## config.mk

```make
export PLATFORM = sky130hd
export DESIGN_NAME = goose_game_ctrl
export DESIGN_NICKNAME = d
export VERILOG_FILES = /design/src/rtl/goose_pkg.sv /design/src/rtl/rise_edge.sv /design/src/rtl/goose_game_ctrl.sv
export SDC_FILE = /design/constraint.sdc
export NUM_CORES = 1
export LEC_CHECK = 0
export ABC_CLOCK_PERIOD_IN_PS = 2300
export BUFFER_PORTS_ARGS = -buffer_cell sky130_fd_sc_hd__clkbuf_2
export CAP_MARGIN = 20
export CORE_MARGIN = 3
export CORE_UTILIZATION = 45
export DETAILED_ROUTE_END_ITERATION = 8
export GPL_TIMING_DRIVEN = 0
export HOLD_SLACK_MARGIN = 0.05
export PLACE_DENSITY = 0.72
export SETUP_SLACK_MARGIN = 0.15
export SLEW_MARGIN = 15
export SYNTH_ARGS = -nofsm -noshare
export SYNTH_HDL_FRONTEND = slang
export SYNTH_SLANG_ARGS = --single-unit
```

## constraint.sdc

```tcl
create_clock -name clk -period 2.3 [get_ports clk]
set_clock_uncertainty 0.15 [all_clocks]
set_input_delay 0.345 -clock clk [delete_from_list [all_inputs] [get_ports clk]]
set_output_delay 0.345 -clock clk [all_outputs]
set_load 0.1 [all_outputs]
```

## src/rtl/goose_pkg.sv

```systemverilog
// Shared definitions for the goose game: FSM state encoding and default game constants,
// also used by the sprite renderer and score display.
package goose_pkg;

   typedef enum logic [1:0] {
      ST_IDLE = 2'd0,
      ST_RUN  = 2'd1,
      ST_HIT  = 2'd2,
      ST_OVER = 2'd3
   } game_state_t;

   localparam int DEF_LIVES         = 3;
   localparam int DEF_INVULN_FRAMES = 90;
   localparam int DEF_SCORE_W       = 14;
   localparam int DEF_SPEED_SHIFT   = 9;
   localparam int SPEED_MAX         = 7;

endpackage

```

## src/rtl/rise_edge.sv

```systemverilog
// Rising-edge detector for already-debounced button levels; produces a one-cycle pulse.
module rise_edge (
   input  logic clk,
   input  logic rst_n,
   input  logic in,
   output logic pulse
);

   logic prev;
   logic armed;

   // A button held through reset release must not count as a press, so the detector
   // only arms after it has seen the input low at least once.
   always_ff @(posedge clk or negedge rst_n) begin
      if (!rst_n) begin
         prev  <= 1'b0;
         armed <= 1'b0;
      end else begin
         prev <= in;
         if (!in) armed <= 1'b1;
      end
   end

   assign pulse = in & ~prev & armed;

endmodule

```

## src/rtl/goose_game_ctrl.sv

```systemverilog
// Game-state controller: folds the pixel-rate hit level into one event per frame and
// tracks lives, score, invulnerability window and speed level.
module goose_game_ctrl
   import goose_pkg::*;
#(
   parameter int LIVES         = DEF_LIVES,
   parameter int INVULN_FRAMES = DEF_INVULN_FRAMES,
   parameter int SCORE_W       = DEF_SCORE_W,
   parameter int SPEED_SHIFT   = DEF_SPEED_SHIFT
) (
   input  logic               clk,
   input  logic               rst_n,
   input  logic               frame_tick,
   input  logic               start_btn,
   input  logic               hit,
   output logic [1:0]         state,
   output logic [2:0]         lives,
   output logic [SCORE_W-1:0] score,
   output logic               invuln,
   output logic [2:0]         speed_lvl,
   output logic               game_over,
   output logic               hit_evt
);

   game_state_t        state_q;
   game_state_t        state_nx;
   logic [2:0]         lives_nx;
   logic [SCORE_W-1:0] score_nx;
   logic [SCORE_W-1:0] score_inc;
   logic [SCORE_W-1:0] score_shr;
   logic [7:0]         cnt_q;
   logic [7:0]         cnt_nx;
   logic               hit_pend;
   logic               hit_pend_nx;
   logic               hit_evt_nx;
   logic               start_rise;
   logic               eff_hit;

   rise_edge u_start_edge (
      .clk   (clk),
      .rst_n (rst_n),
      .in    (start_btn),
      .pulse (start_rise)
   );

   assign eff_hit   = hit_pend | hit;
   assign score_inc = (score == {SCORE_W{1'b1}}) ? score : score + SCORE_W'(1);

   // State, counters and the registered outputs all share one reset.
   always_ff @(posedge clk or negedge rst_n) begin
      if (!rst_n) begin
         state_q  <= ST_IDLE;
         lives    <= 3'(LIVES);
         score    <= '0;
         cnt_q    <= '0;
         hit_pend <= 1'b0;
         hit_evt  <= 1'b0;
      end else begin
         state_q  <= state_nx;
         lives    <= lives_nx;
         score    <= score_nx;
         cnt_q    <= cnt_nx;
         hit_pend <= hit_pend_nx;
         hit_evt  <= hit_evt_nx;
      end
   end

   // Next-state logic. Hits only accumulate while running, so anything seen during
   // invulnerability is dropped rather than charged on the first vulnerable frame.
   always_comb begin
      state_nx    = state_q;
      lives_nx    = lives;
      score_nx    = score;
      cnt_nx      = cnt_q;
      hit_pend_nx = 1'b0;
      hit_evt_nx  = 1'b0;
      case (state_q)
         ST_IDLE, ST_OVER: begin
            if (start_rise) begin
               state_nx = ST_RUN;
               lives_nx = 3'(LIVES);
               score_nx = '0;
               cnt_nx   = '0;
            end
         end
         ST_RUN: begin
            hit_pend_nx = eff_hit & ~frame_tick;
            if (frame_tick) begin
               if (eff_hit) begin
                  hit_evt_nx = 1'b1;
                  if (lives <= 3'd1) begin
                     state_nx = ST_OVER;
                     lives_nx = 3'd0;
                  end else begin
                     state_nx = ST_HIT;
                     lives_nx = lives - 3'd1;
                     cnt_nx   = 8'(INVULN_FRAMES);
                  end
               end else begin
                  score_nx = score_inc;
               end
            end
         end
         ST_HIT: begin
            if (frame_tick) begin
               score_nx = score_inc;
               cnt_nx   = cnt_q - 8'd1;
               if (cnt_q <= 8'd1) begin
                  state_nx = ST_RUN;
                  cnt_nx   = '0;
               end
            end
         end
         default: state_nx = ST_IDLE;
      endcase
   end

   assign score_shr = score >> SPEED_SHIFT;
   assign speed_lvl = (score_shr > SCORE_W'(SPEED_MAX)) ? 3'd7 : score_shr[2:0];
   assign state     = state_q;
   assign invuln    = (state_q == ST_HIT);
   assign game_over = (state_q == ST_OVER);

endmodule

```

==> flow_metrics.py <==
metrics = {
    "floorplan": {
        "initial_util_pct": 49.0,
        "core_region_area_um2": 3830,
        "dieWidth_um": 70.5,
        "fp-row-count": 22,
        "num_io_pins": 30,
        "floorplan.die_area_um2": 4970,
        "die_y_um": 70.5,
    },
    "synth": {
        "synthesis.instances": 198,
        "most_common_library_cells_after_synthesis": "29 x sky130_fd_sc_hd__dfrtp_1, 26 x sky130_fd_sc_hd__nor2_1, 15 x sky130_fd_sc_hd__o21ai_0",
        "synth.net_count": 211,
        "synth.yosys.seq_area_share_pct": 41.5,
        "yosysMostFrequentCell": "sky130_fd_sc_hd__dfrtp_1",
        "synth.distinct_cells": 50,
        "synth_async_sr_flop_share_pct": 100,
        "synthDominantCellAreaShare_pct": 38.7,
        "synth_top_family_by_area": "simple AND/OR/NAND/NOR gates",
        "syn-cell-area_um2": 1870,
        "synth-main-ff-cell": "sky130_fd_sc_hd__dfrtp_1",
        "postSynthAreaPerCell_um2": 9.46,
        "area_fraction_in_compound_gates_after_synthesis_pct": 18.2,
        "yosys-top-cells-area": "sky130_fd_sc_hd__dfrtp_1 39%, sky130_fd_sc_hd__ha_1 5.3%, sky130_fd_sc_hd__nor2_1 5.2%, sky130_fd_sc_hd__o21ai_0 4.0%, sky130_fd_sc_hd__mux2_2 3.0%",
        "post_synth_mux_area_share_pct": 3.54,
        "synth_fa_ha_area_share_pct": 5.34,
        "ys_ff_latch": 31,
        "yosys_warnings": 0,
        "synth_enable_flop_cells": 0,
        "synth_xor_area_share_pct": 2.81,
        "synthSimpleGateAreaFrac_pct": 24.7,
        "synth_area_leader_cell": "sky130_fd_sc_hd__dfrtp_1",
    },
    "placement": {
        "port-buffer-count": 29,
        "gpl.final_weighted_congestion": 0.791,
        "detailedPlacementHpwl_um": 3000,
        "dpl.cell_count": 275,
    },
    "drt": {
        "vias": 1732,
        "detail-route-antenna-nets": 0,
        "drt-pass1-iter-count": 4,
        "drt-total-wl_um": 4660,
        "viasPerCell": 5.66,
        "drc": 0,
        "dr.first_iter.drc_count": 101,
        "wl_per_cell_um": 15.2,
    },
    "grt": {
        "grt_pass1_vias": 1747,
        "grt_overflow": 0,
        "grt_pass1_wl_um": 7860,
        "globalRouteTotalUtil_pct": 19.9,
        "grt_start_max_net_pins": 32,
        "grt_antenna_before_repair": 0,
    },
    "clock_network": {
        "clock_path_buffers": 2,
        "insertion_delay_ns": 0.28,
        "cts-buffers-inserted": 5,
        "cts_tree": "yes",
        "ctsRootBufferMaster": "sky130_fd_sc_hd__clkbuf_8",
        "htree_num_levels": 2,
        "tritoncts_num_sinks": 31,
        "clk_pin_slew_worst_paths_ns": 0.07,
    },
    "worst_setup_path": {
        "crit_start": "state[0]",
        "crit_fanout": 7,
        "critical_path_arrival_ns": 2.22,
        "worstReg2RegStart": "state[0]",
        "criticalPathCategory": "register to register",
        "worst-endpoint-required_ns": 2.32,
        "worst_path_max_delay_cell": "sky130_fd_sc_hd__dfrtp_4",
        "worst_setup_path_start_kind": "register",
        "worst_path_dominant_cell_family": "compound AO/OA/AOI/OAI gates",
        "cp_cell_instances": "inv_4 > ha_4 > a221oi_4 > o21ai_2 > buf_6 > nor4_4 > mux2_4",
        "critPathMaxStageDelay_ns": 0.51,
        "end_kind": "register",
        "critical_path.n_buffers_inverters": 2,
    },
    "timing": {
        "final_max_slew_viol_count": 0,
        "finalHoldViolCount": 0,
        "time_the_final_worst_path_needs_with_i_o_delays_and_setup_ns": 2.20,
        "tightest_slew_ns": 0.772,
        "setup_violations": 0,
        "achievable-frequency_ghz": 0.455,
        "hold-worst-slack_ns": 0.108,
        "worst_slew_margin_rel_pct": 48.5,
        "finalSetupTns_ns": 0,
        "period_share_pct": 95.6,
        "setup_repair_after_global_routing_missed_its_margin": "true",
    },
    "power": {
        "powerDensity_nw_per_um2": 1490,
        "p_leak_nw": 1.16,
        "overall_power_mw": 3.71,
        "vdd.ir_drop.worst_uv": 1000,
    },
    "hold_path": {
        "holdCritStartpoint": "start_btn",
        "worst_hold_path_type": "input pin to register",
    },
    "final_layout": {
        "syn2layout_area_growth_pct": 33.0,
        "num-nets-final": 270,
        "insertedDiodeCount": 0,
        "drive_above_1_share_pct": 39.9,
        "fin_cells": 306,
    },
    "outcome": {
        "outcome": "completed",
    },
    "job": {
        "maxCapViolations": 0,
    },
}
-- path summary, 6_finish.rpt --
kind                       depth (start not counted)            endpoint  slack [ns]
max                                                7            score[6]        0.10
min                                                2  u_start_edge.armed        0.11
max reg2reg                                        7            score[6]        0.10
min reg2reg                                        1  u_start_edge.armed        0.33
max in group asynchronous                          2            state[1]        0.91
min in group asynchronous                          2            cnt_q[2]        0.52
-- cell usage in the layout (no fill, tap or decap), types with 6 or more instances in the layout --
cell and instances:
sky130_fd_sc_hd__dfrtp_1 18, sky130_fd_sc_hd__nand2_1 7, sky130_fd_sc_hd__inv_1 9, sky130_fd_sc_hd__nor2_1 26, sky130_fd_sc_hd__buf_4 18, sky130_fd_sc_hd__clkbuf_2 30
sky130_fd_sc_hd__dfrtp_2 9, sky130_fd_sc_hd__nor3_1 6, sky130_fd_sc_hd__o21ai_0 11, sky130_fd_sc_hd__clkbuf_8 6, sky130_fd_sc_hd__nand3_1 7
-- where the power goes --
group          switching [mW]  total (mW)  internal, mW
registers               0.129       0.821         0.693
logic                    1.53        2.47         0.942
clock network           0.200       0.415         0.215
-- layer usage --
| layer | vias up | GRT usage (%) | share of wire [%] |
|---|---|---|---|
| li1 | 831 | - | - |
| met1 | 825 | 24.7 | 44 |
| met4 | 0 | 8.30 | 1.6 |
| met2 | 69 | 32.1 | 48 |
| met5 | - | 0 | 0 |
| met3 | 7 | 6.19 | 6.2 |
-- cells by family (layout without fill, tap and decap cells) --
group	after synthesis	in the layout
flops	31	31
xor+xnor	6	6
mux	6	6
simple gates	86	86
compound gates	45	45
fa+ha+maj	8	8
buf+inv	16	76
-- layout make-up --
type                       count  area (µm²)
fill                         315        1340
multi-input combinational    151        1120
sequential                    31         801
timing repair buffer          52         334
clock buffer                   8        80.1
tap                           48        60.1
buffer                         6        56.3
inverter                      10        40.0
-- registers in the layout, summed over array words and instances, names as in the netlist --
name / cells
lives: 3
state: 2
hit_evt: 1
u_start_edge.prev: 1
score: 14
u_start_edge.armed: 1
cnt_q: 8
hit_pend: 1
-- per-stage QoR --
| stage | utilization, % | cell area, µm² | setup WS, ns |
|---|---|---|---|
| 4_1_cts | 63.0 | 2410 | 0.114 |
| 3_3_place_gp | 56.2 | 2150 | -0.210 |
| 2_1_floorplan | - | 1940 | -0.270 |
| 6_report | 65.1 | 2490 | 0.102 |
| 3_5_place_dp | 56.2 | 2150 | -0.207 |
| 5_1_grt | 65.1 | 2490 | 0.00914 |
-- repair_timing --
item                                    4_1_cts  5_1_grt
hold endpoints to repair                     30        0
endpoints found under the setup margin       21       22
resized for setup                            13       12
pin swaps                                     7        5
hold buffers                                  2        0
gates cloned                                  0        1
buffers inserted                             14        6
(Power assumes the default switching activity.)
